File: config.mk
export PLATFORM = sky130hd
export DESIGN_NAME = spi_flash_reader
export DESIGN_NICKNAME = d
export VERILOG_FILES = /design/src/rtl/spi_flash_reader.sv
export SDC_FILE = /design/constraint.sdc
export NUM_CORES = 1
export LEC_CHECK = 0
export ABC_AREA = 0
export ABC_CLOCK_PERIOD_IN_PS = 2300
export CELL_PAD_IN_SITES_DETAIL_PLACEMENT = 0
export CELL_PAD_IN_SITES_GLOBAL_PLACEMENT = 1
export CORE_MARGIN = 8
export CORE_UTILIZATION = 41
export DETAILED_ROUTE_END_ITERATION = 16
export HOLD_SLACK_MARGIN = 0.05
export PLACE_DENSITY = 0.8
export RECOVER_POWER = 100
export SLEW_MARGIN = 0
export SYNTH_ARGS = -nofsm -noshare
export SYNTH_HDL_FRONTEND = slang
export SYNTH_SLANG_ARGS = --single-unit
export TNS_END_PERCENT = 30
File: constraint.sdc
create_clock -name wb_clk_i -period 2.3 [get_ports wb_clk_i]
set_clock_uncertainty 0.2 [all_clocks]
set_input_delay 0.46 -clock wb_clk_i [delete_from_list [all_inputs] [get_ports wb_clk_i]]
set_output_delay 0.46 -clock wb_clk_i [all_outputs]
set_load 0.03 [all_outputs]
File: src/rtl/spi_flash_reader.sv
// SPI mode-0 READ (0x03) initiator: sends command + 24-bit address, then streams req_len+1 bytes.
// Handshakes: a transfer happens on a clock edge where valid & ready are both 1; valid never waits on ready.
module spi_flash_reader #(
   parameter int DIV = 2
) (
   input  logic        wb_clk_i,
   input  logic        wb_rst_i,
   input  logic        req_valid,
   output logic        req_ready,
   input  logic [23:0] req_addr,
   input  logic [7:0]  req_len,
   output logic        data_valid,
   input  logic        data_ready,
   output logic [7:0]  data_out,
   output logic        done,
   output logic        flash_csb,
   output logic        flash_clk,
   output logic        flash_io0,
   input  logic        flash_io1,
   output logic [2:0]  fsm_state
);
   typedef enum logic [2:0] {IDLE, CMD, ADDR, DATA, TAIL, GAP} state_t;

   localparam logic [7:0] DIV_M1   = 8'(DIV - 1);
   localparam logic [7:0] READ_CMD = 8'h03;

   state_t      state;
   logic [7:0]  cnt;
   logic [4:0]  bit_cnt;
   logic [8:0]  bytes_left;
   logic [31:0] tx_sr;
   logic [7:0]  rx_sr;
   logic        rose;
   logic        hold;
   logic        last_bit;
   logic        out_full;

   assign req_ready = (state == IDLE);
   assign fsm_state = state;
   assign out_full  = data_valid && !data_ready;

   always_comb begin
      last_bit = 1'b0;
      case (state)
         CMD, DATA: last_bit = (bit_cnt == 5'd7);
         ADDR:      last_bit = (bit_cnt == 5'd23);
         default:   last_bit = 1'b0;
      endcase
   end

   always_ff @(posedge wb_clk_i) begin
      if (wb_rst_i) begin
         state      <= IDLE;
         cnt        <= 8'd0;
         bit_cnt    <= 5'd0;
         bytes_left <= 9'd0;
         tx_sr      <= 32'd0;
         rx_sr      <= 8'd0;
         rose       <= 1'b0;
         hold       <= 1'b0;
         data_valid <= 1'b0;
         data_out   <= 8'd0;
         done       <= 1'b0;
         flash_csb  <= 1'b1;
         flash_clk  <= 1'b0;
         flash_io0  <= 1'b0;
      end else begin
         done <= 1'b0;
         rose <= 1'b0;
         if (data_valid && data_ready) data_valid <= 1'b0;
         case (state)
            IDLE: begin
               if (req_valid) begin
                  state      <= CMD;
                  flash_csb  <= 1'b0;
                  tx_sr      <= {READ_CMD, req_addr};
                  flash_io0  <= READ_CMD[7];
                  cnt        <= DIV_M1;
                  bit_cnt    <= 5'd0;
                  bytes_left <= {1'b0, req_len} + 9'd1;
                  hold       <= 1'b0;
               end
            end
            CMD, ADDR, DATA: begin
               if (hold) begin
                  // Deferred 8th edge: restart a full half-period once the output register drains.
                  if (data_valid && data_ready) begin
                     hold <= 1'b0;
                     cnt  <= DIV_M1;
                  end
               end else if (cnt != 8'd0) begin
                  cnt <= cnt - 8'd1;
               end else begin
                  cnt <= DIV_M1;
                  if (!flash_clk) begin
                     if (state == DATA && last_bit && out_full) begin
                        hold <= 1'b1;
                     end else begin
                        flash_clk <= 1'b1;
                        rose      <= 1'b1;
                     end
                  end else begin
                     flash_clk <= 1'b0;
                     tx_sr     <= {tx_sr[30:0], 1'b0};
                     flash_io0 <= (state == DATA) ? 1'b0 : tx_sr[30];
                     bit_cnt   <= bit_cnt + 5'd1;
                     if (last_bit) begin
                        bit_cnt <= 5'd0;
                        if (state == CMD) begin
                           state <= ADDR;
                        end else if (state == ADDR) begin
                           state     <= DATA;
                           flash_io0 <= 1'b0;
                        end else if (bytes_left == 9'd1) begin
                           state <= TAIL;
                        end else begin
                           bytes_left <= bytes_left - 9'd1;
                        end
                     end
                  end
               end
               // MISO is sampled at the end of the first SCK-high cycle.
               if (rose) begin
                  rx_sr <= {rx_sr[6:0], flash_io1};
                  if (state == DATA && last_bit) begin
                     data_out   <= {rx_sr[6:0], flash_io1};
                     data_valid <= 1'b1;
                  end
               end
            end
            TAIL: begin
               if (cnt != 8'd0) begin
                  cnt <= cnt - 8'd1;
               end else begin
                  flash_csb <= 1'b1;
                  state     <= GAP;
                  cnt       <= DIV_M1;
               end
            end
            GAP: begin
               if (cnt != 8'd0) begin
                  cnt <= cnt - 8'd1;
               end else if (!data_valid || data_ready) begin
                  state <= IDLE;
                  done  <= 1'b1;
               end
            end
            default: state <= IDLE;
         endcase
      end
   end
endmodule
-- Yosys cells after proc, flatten, opt, wreduce, memory -nomap -nowiden
Index checks and enable logic that the tools add are counted.
W data, S select, Z words.
- input bits: 37
- flip-flop bits (word level): 78
- word-level logic and storage cells: 132
- muxes and demuxes: 63
- add/subtract/negate cells: 4
- reduce and logical (&&, ||, !) cells: 25
- equal/unequal tests: 22
- bitwise gates (word level): 4
- operators with widths (operator ; number):
    $mux W31 ; 4
    $mux W9 ; 8
    $pmux W31 S2 ; 1
    $mux W8 ; 5
    $mux W3 ; 11
    $pmux W8 S4 ; 1
    $mux W5 ; 5
    $ne A2 B2 Y1 const B ; 12
    $mux W1 ; 21
    $pmux W9 S2 ; 1
    $reduce_and A9 Y1 ; 2
    $pmux W3 S4 ; 1
    $pmux W5 S2 ; 1
    $add A8 B1 Y9 const B ; 1
    $eq A9 B1 Y1 const B ; 1
    $reduce_and A3 Y1 ; 3
    $sub A9 B1 Y9 const B ; 1
    $pmux W1 S2 ; 4
    $reduce_bool A8 Y1 ; 1
    $sub A8 B1 Y8 const B ; 1
    $eq A3 B2 Y1 const B ; 2
    $eq A3 B3 Y1 const B ; 2
    $reduce_or A3 Y1 ; 2
    $add A5 B1 Y5 const B ; 1
    17 further kinds ; 26

-- Depth between registers and ports, before layout
- depth after elaboration: 10
- mapped depth: 10
- gate-level depth less buffers: 7

-- Worst setup path after synthesis
Ideal clock, no wire load.
- path kind: reg-to-reg
- start: register state[0] (netlist: fsm_state[0])
- end: register bit_cnt[3]
- data arrival time: 2.388 ns
- period minus slack after synthesis: 2.658 ns
- cell stages (with the launch flop): 8
- setup slack: -0.358 ns
- library setup time: 0.070 ns
- cell sequence: dfxtp_1 -> buf_2 -> nor3_1 -> and2_1 -> a31oi_1 -> buf_4 -> or3_1 -> a21oi_1
- RTL lines (item ; line ; text):
    start, declared ; 27 ; state_t state;
    start signal, assigned ; 53 ; state <= IDLE;
    start signal, assigned ; 74 ; state <= CMD;
    start signal, assigned ; 110 ; state <= ADDR;
    $logic_not A3 Y1 * ; - ;
    named net req_ready ; 9 ; output logic req_ready,
    $ne A2 B2 Y1 (no source line) / $reduce_bool A2 Y1 (equally long branches) ; - ;
    $reduce_and A5 Y1 (no source line) ; - ;
    end signal, assigned ; 106 ; bit_cnt <= bit_cnt + 5'd1;
    end, declared ; 29 ; logic [4:0] bit_cnt;
The timed path passes the listed nets; every way through them passes the cells marked *. The select of a mux whose other input is x is not followed.
A chain may end at the register's enable or synchronous reset.

-- Final worst setup path
- start: register data_valid
- end: output port data_valid
- RTL lines (item ; line ; text):
    start, declared ; 12 ; output logic data_valid,
    start signal, assigned ; 61 ; data_valid <= 1'b0;
    start signal, assigned ; 70 ; if (data_valid && data_ready) data_valid <= 1'b0;
    start signal, assigned ; 127 ; data_valid <= 1'b1;
No word-level cell between the ends.

==> impl_metrics.tcl <==
set metrics [dict create \
    run_status "completed" \
    numCtsBuffers 9 \
    hold_class "flop to flop" \
    syn_area_um2 3890 \
    tns_ns 0 \
    timing.rr.end "fsm_state[0]$_SDFFE_PP0P_" \
    cts_buffer_depth 2 \
    antenna_cells 0 \
    ios 54 \
    power_uw 4060 \
    drive_gt1_frac 0.123 \
    nets 584 \
    max_freq_mhz 459 \
    wire_per_inst_um 14.9 \
    async_flop_share 0 \
    grt_max_degree 43 \
    cp_cell_sequence "dlygate4sd3_1" \
    slew_violations 0 \
    first_iter_violations 206 \
    tritoncts "yes" \
    synth_top_family_by_area "simple AND/OR/NAND/NOR gates" \
    cts_setup_buffers 0 \
    port-buffer-count 53 \
    rsz0062_at_grt "no" \
    synthFlopType "dfxtp_1" \
    rows 35 \
    grt_pass1_wl_um 16700 \
    ctsHoldBuffers 0 \
    synthAdderAreaFrac 0.0193 \
    path_clk_slew_ns 0.08 \
    die_w_um 113 \
    syn_avg_cell_area_um2 8.16 \
    hold_depth 2 \
    place_congestion 0.789 \
    hp-start "tx_sr[25]$_SDFFE_PP0P_" \
    start_util 0.421 \
    max_slew_margin 0.631 \
    placed_area_um2 4690 \
    core_um2 9240 \
    synth_nets 520 \
    area_delta_synth_final_pct 27.0 \
    htreeDepth 3 \
    cp_top_family "buffers and inverters" \
    power_per_cell_area_nw_per_um2 822 \
    ctsRootBufferMaster "clkbuf_8" \
    critPathKind "flop to primary output" \
    synth_sequential_area_ratio 0.401 \
    tightestPinTransition_ns 0.553 \
    crit_buf_inv 1 \
    hold_end "tx_sr[26]$_SDFFE_PP0P_" \
    crit_path_end_kind "primary output" \
    reg2regPathDepth 6 \
    final_hold_viol_count 0 \
    grtUsageTotal 0.157 \
    maxCapViolations 0 \
    dp_hpwl_um 7030 \
    critPathLaunchType "flop" \
    synth_compound_area_frac 0.216 \
    yosys-mux-area-fraction 0.0231 \
    grt_remaining_overflow 0 \
    vias_per_cell 5.47 \
    yosys.cell_types.count 64 \
    die-area_um2 12900 \
    numClockSinks 78 \
    synth-seq-cells 78 \
    antenna_found_initial 0 \
    ys_warn_count 0 \
    antenna_violating_nets_post_route 0 \
    drc 0 \
    grt_pass1_vias 3506 \
    ir_drop_uv 523 \
    rrSetupSlack_ns 0.13 \
    slowest_stage "dlygate4sd3_1" \
    clk_latency_ns 0.35 \
    fin_crit_ns 2.18 \
    via_count 3691 \
    required_ns 1.64 \
    cp.arrival_ns 1.52 \
    max_stage_delay_ns 0.77 \
    timing.final.crit_share 0.948 \
    yosys.area_share.simple 0.267 \
    synth_xor_area_frac 0.0180 \
    worst_hold_slack_ns 0.252 \
    drtPass1Iterations 4 \
    worst_r2r_startpoint "fsm_state[1]$_SDFFE_PP0P_" \
    die_h_um 113 \
    synthCells 477 \
    synth-edff-count 0 \
    drt_wl_total_um 10100 \
    setup_violations 0 \
    power.leakage_uw 0.00183 \
    crit_fanout 5 \
    final_area_um2 4940 \
]
## metal layers
| metal | wire length, µm | track usage | up-vias |
|---|---|---|---|
| li1 | - | - | 1852 |
| met1 | 4840 | 0.198 | 1750 |
| met2 | 4690 | 0.254 | 77 |
| met3 | 417 | 0.0401 | 12 |
| met4 | 113 | 0.0542 | 0 |
| met5 | 0 | 0 | - |
## placed cells by master (no fill, tap or decap), types with 6 or more instances in the layout
cell	instances
clkbuf_1	8
a311oi_1	24
nor3_1	6
mux2i_1	9
o21ai_0	15
clkdlybuf4s50_1	35
nor2_1	47
ha_1	6
buf_4	26
clkbuf_8	10
or4_1	6
dfxtp_1	76
inv_1	12
nand2_1	76
or3_1	8
o31ai_1	8
nand3_1	31
a21oi_1	38
dlygate4sd3_1	13
## tightest hold or removal path: cells and delay by family, from the launching register on
| family | cells | cell delay (ns) |
|---|---|---|
| AOI/OAI and AO/OA | 1 | 0.05 |
| and+or+nand+nor | 1 | 0.05 |
| DFF | 1 | 0.31 |
## cell usage after synthesis, drive strengths merged, types with 6 or more instances
cell | instances | area [µm²]
a31oi | 6 | 52.6
mux2i | 9 | 90.1
a21oi | 38 | 190
ha | 6 | 75.1
nor3 | 7 | 35.0
or4 | 8 | 67.6
or3 | 9 | 57.6
buf | 16 | 95.1
nor2 | 48 | 188
nand2 | 76 | 285
inv | 12 | 45.0
clkbuf | 19 | 72.6
o21ai | 15 | 75.1
a311oi | 24 | 210
o31ai | 8 | 60.1
nand3 | 31 | 155
dfxtp | 78 | 1560
## where the power goes
part / internal (µW) / switching (µW)
clock: 865 / 509
sequential: 1470 / 102
combinational: 490 / 622
total: 2830 / 1230
## per-stage QoR
stage | std cells | worst slack, ns | util
after floorplan | 477 | 0.130 | -
after global placement | 658 | 0.0140 | 0.508
after detailed placement | 658 | -0.0773 | 0.508
after CTS | 674 | 0.0133 | 0.537
after global routing | 675 | 0.0154 | 0.535
final | 675 | 0.119 | 0.535
## repair_timing
item                                    CTS  global route
endpoints found under the setup margin    3            39
pin swaps                                 0             1
endpoints found under the hold margin     0             0
resized for setup                         4             7
gates cloned                              0             1
## logic make-up after synthesis
kind of cell / Yosys count
buf+inv: 47
mux: 9
simple gates: 212
flops: 78
xor+xnor: 8
compound gates: 117
fa+ha+maj: 6
## sequential cells by signal, summed over array words and instances (netlist names)
signal and cells:
tx_sr 31, bytes_left 9, cnt 8, data_out 8, rx_sr 7, bit_cnt 5
fsm_state 3, data_valid 1, done 1, flash_clk 1, flash_csb 1, flash_io0 1
hold 1, rose 1
## cell type report
class,count,area (µm²)
Fill cell,901,4300
Tap cell,129,161
Sequential cell,78,1560
Clock buffer,11,141
Clock inverter,5,129
Inverter,12,45.0
Multi-Input combinational cell,352,2130
Timing Repair Buffer,88,769
## worst max-delay path by stage
stage / start / to / slack (ns) / cells after the start
2_1_floorplan: fsm_state[0]$_SDFFE_PP0P_ / bit_cnt[3]$_SDFFE_PP0P_ / 0.13 / 7
3_3_place_gp: data_ready / cnt[6]$_SDFFE_PP0P_ / 0.01 / 6
3_5_place_dp: data_ready / cnt[1]$_SDFFE_PP0P_ / -0.08 / 7
4_1_cts: fsm_state[1]$_SDFFE_PP0P_ / fsm_state[1] / 0.01 / 2
5_1_grt: cnt[0]$_SDFFE_PP0P_ / cnt[5]$_SDFFE_PP0P_ / 0.02 / 8
6_report: data_valid$_SDFF_PP0_ / data_valid / 0.12 / 1
(Power assumes the default switching activity.)
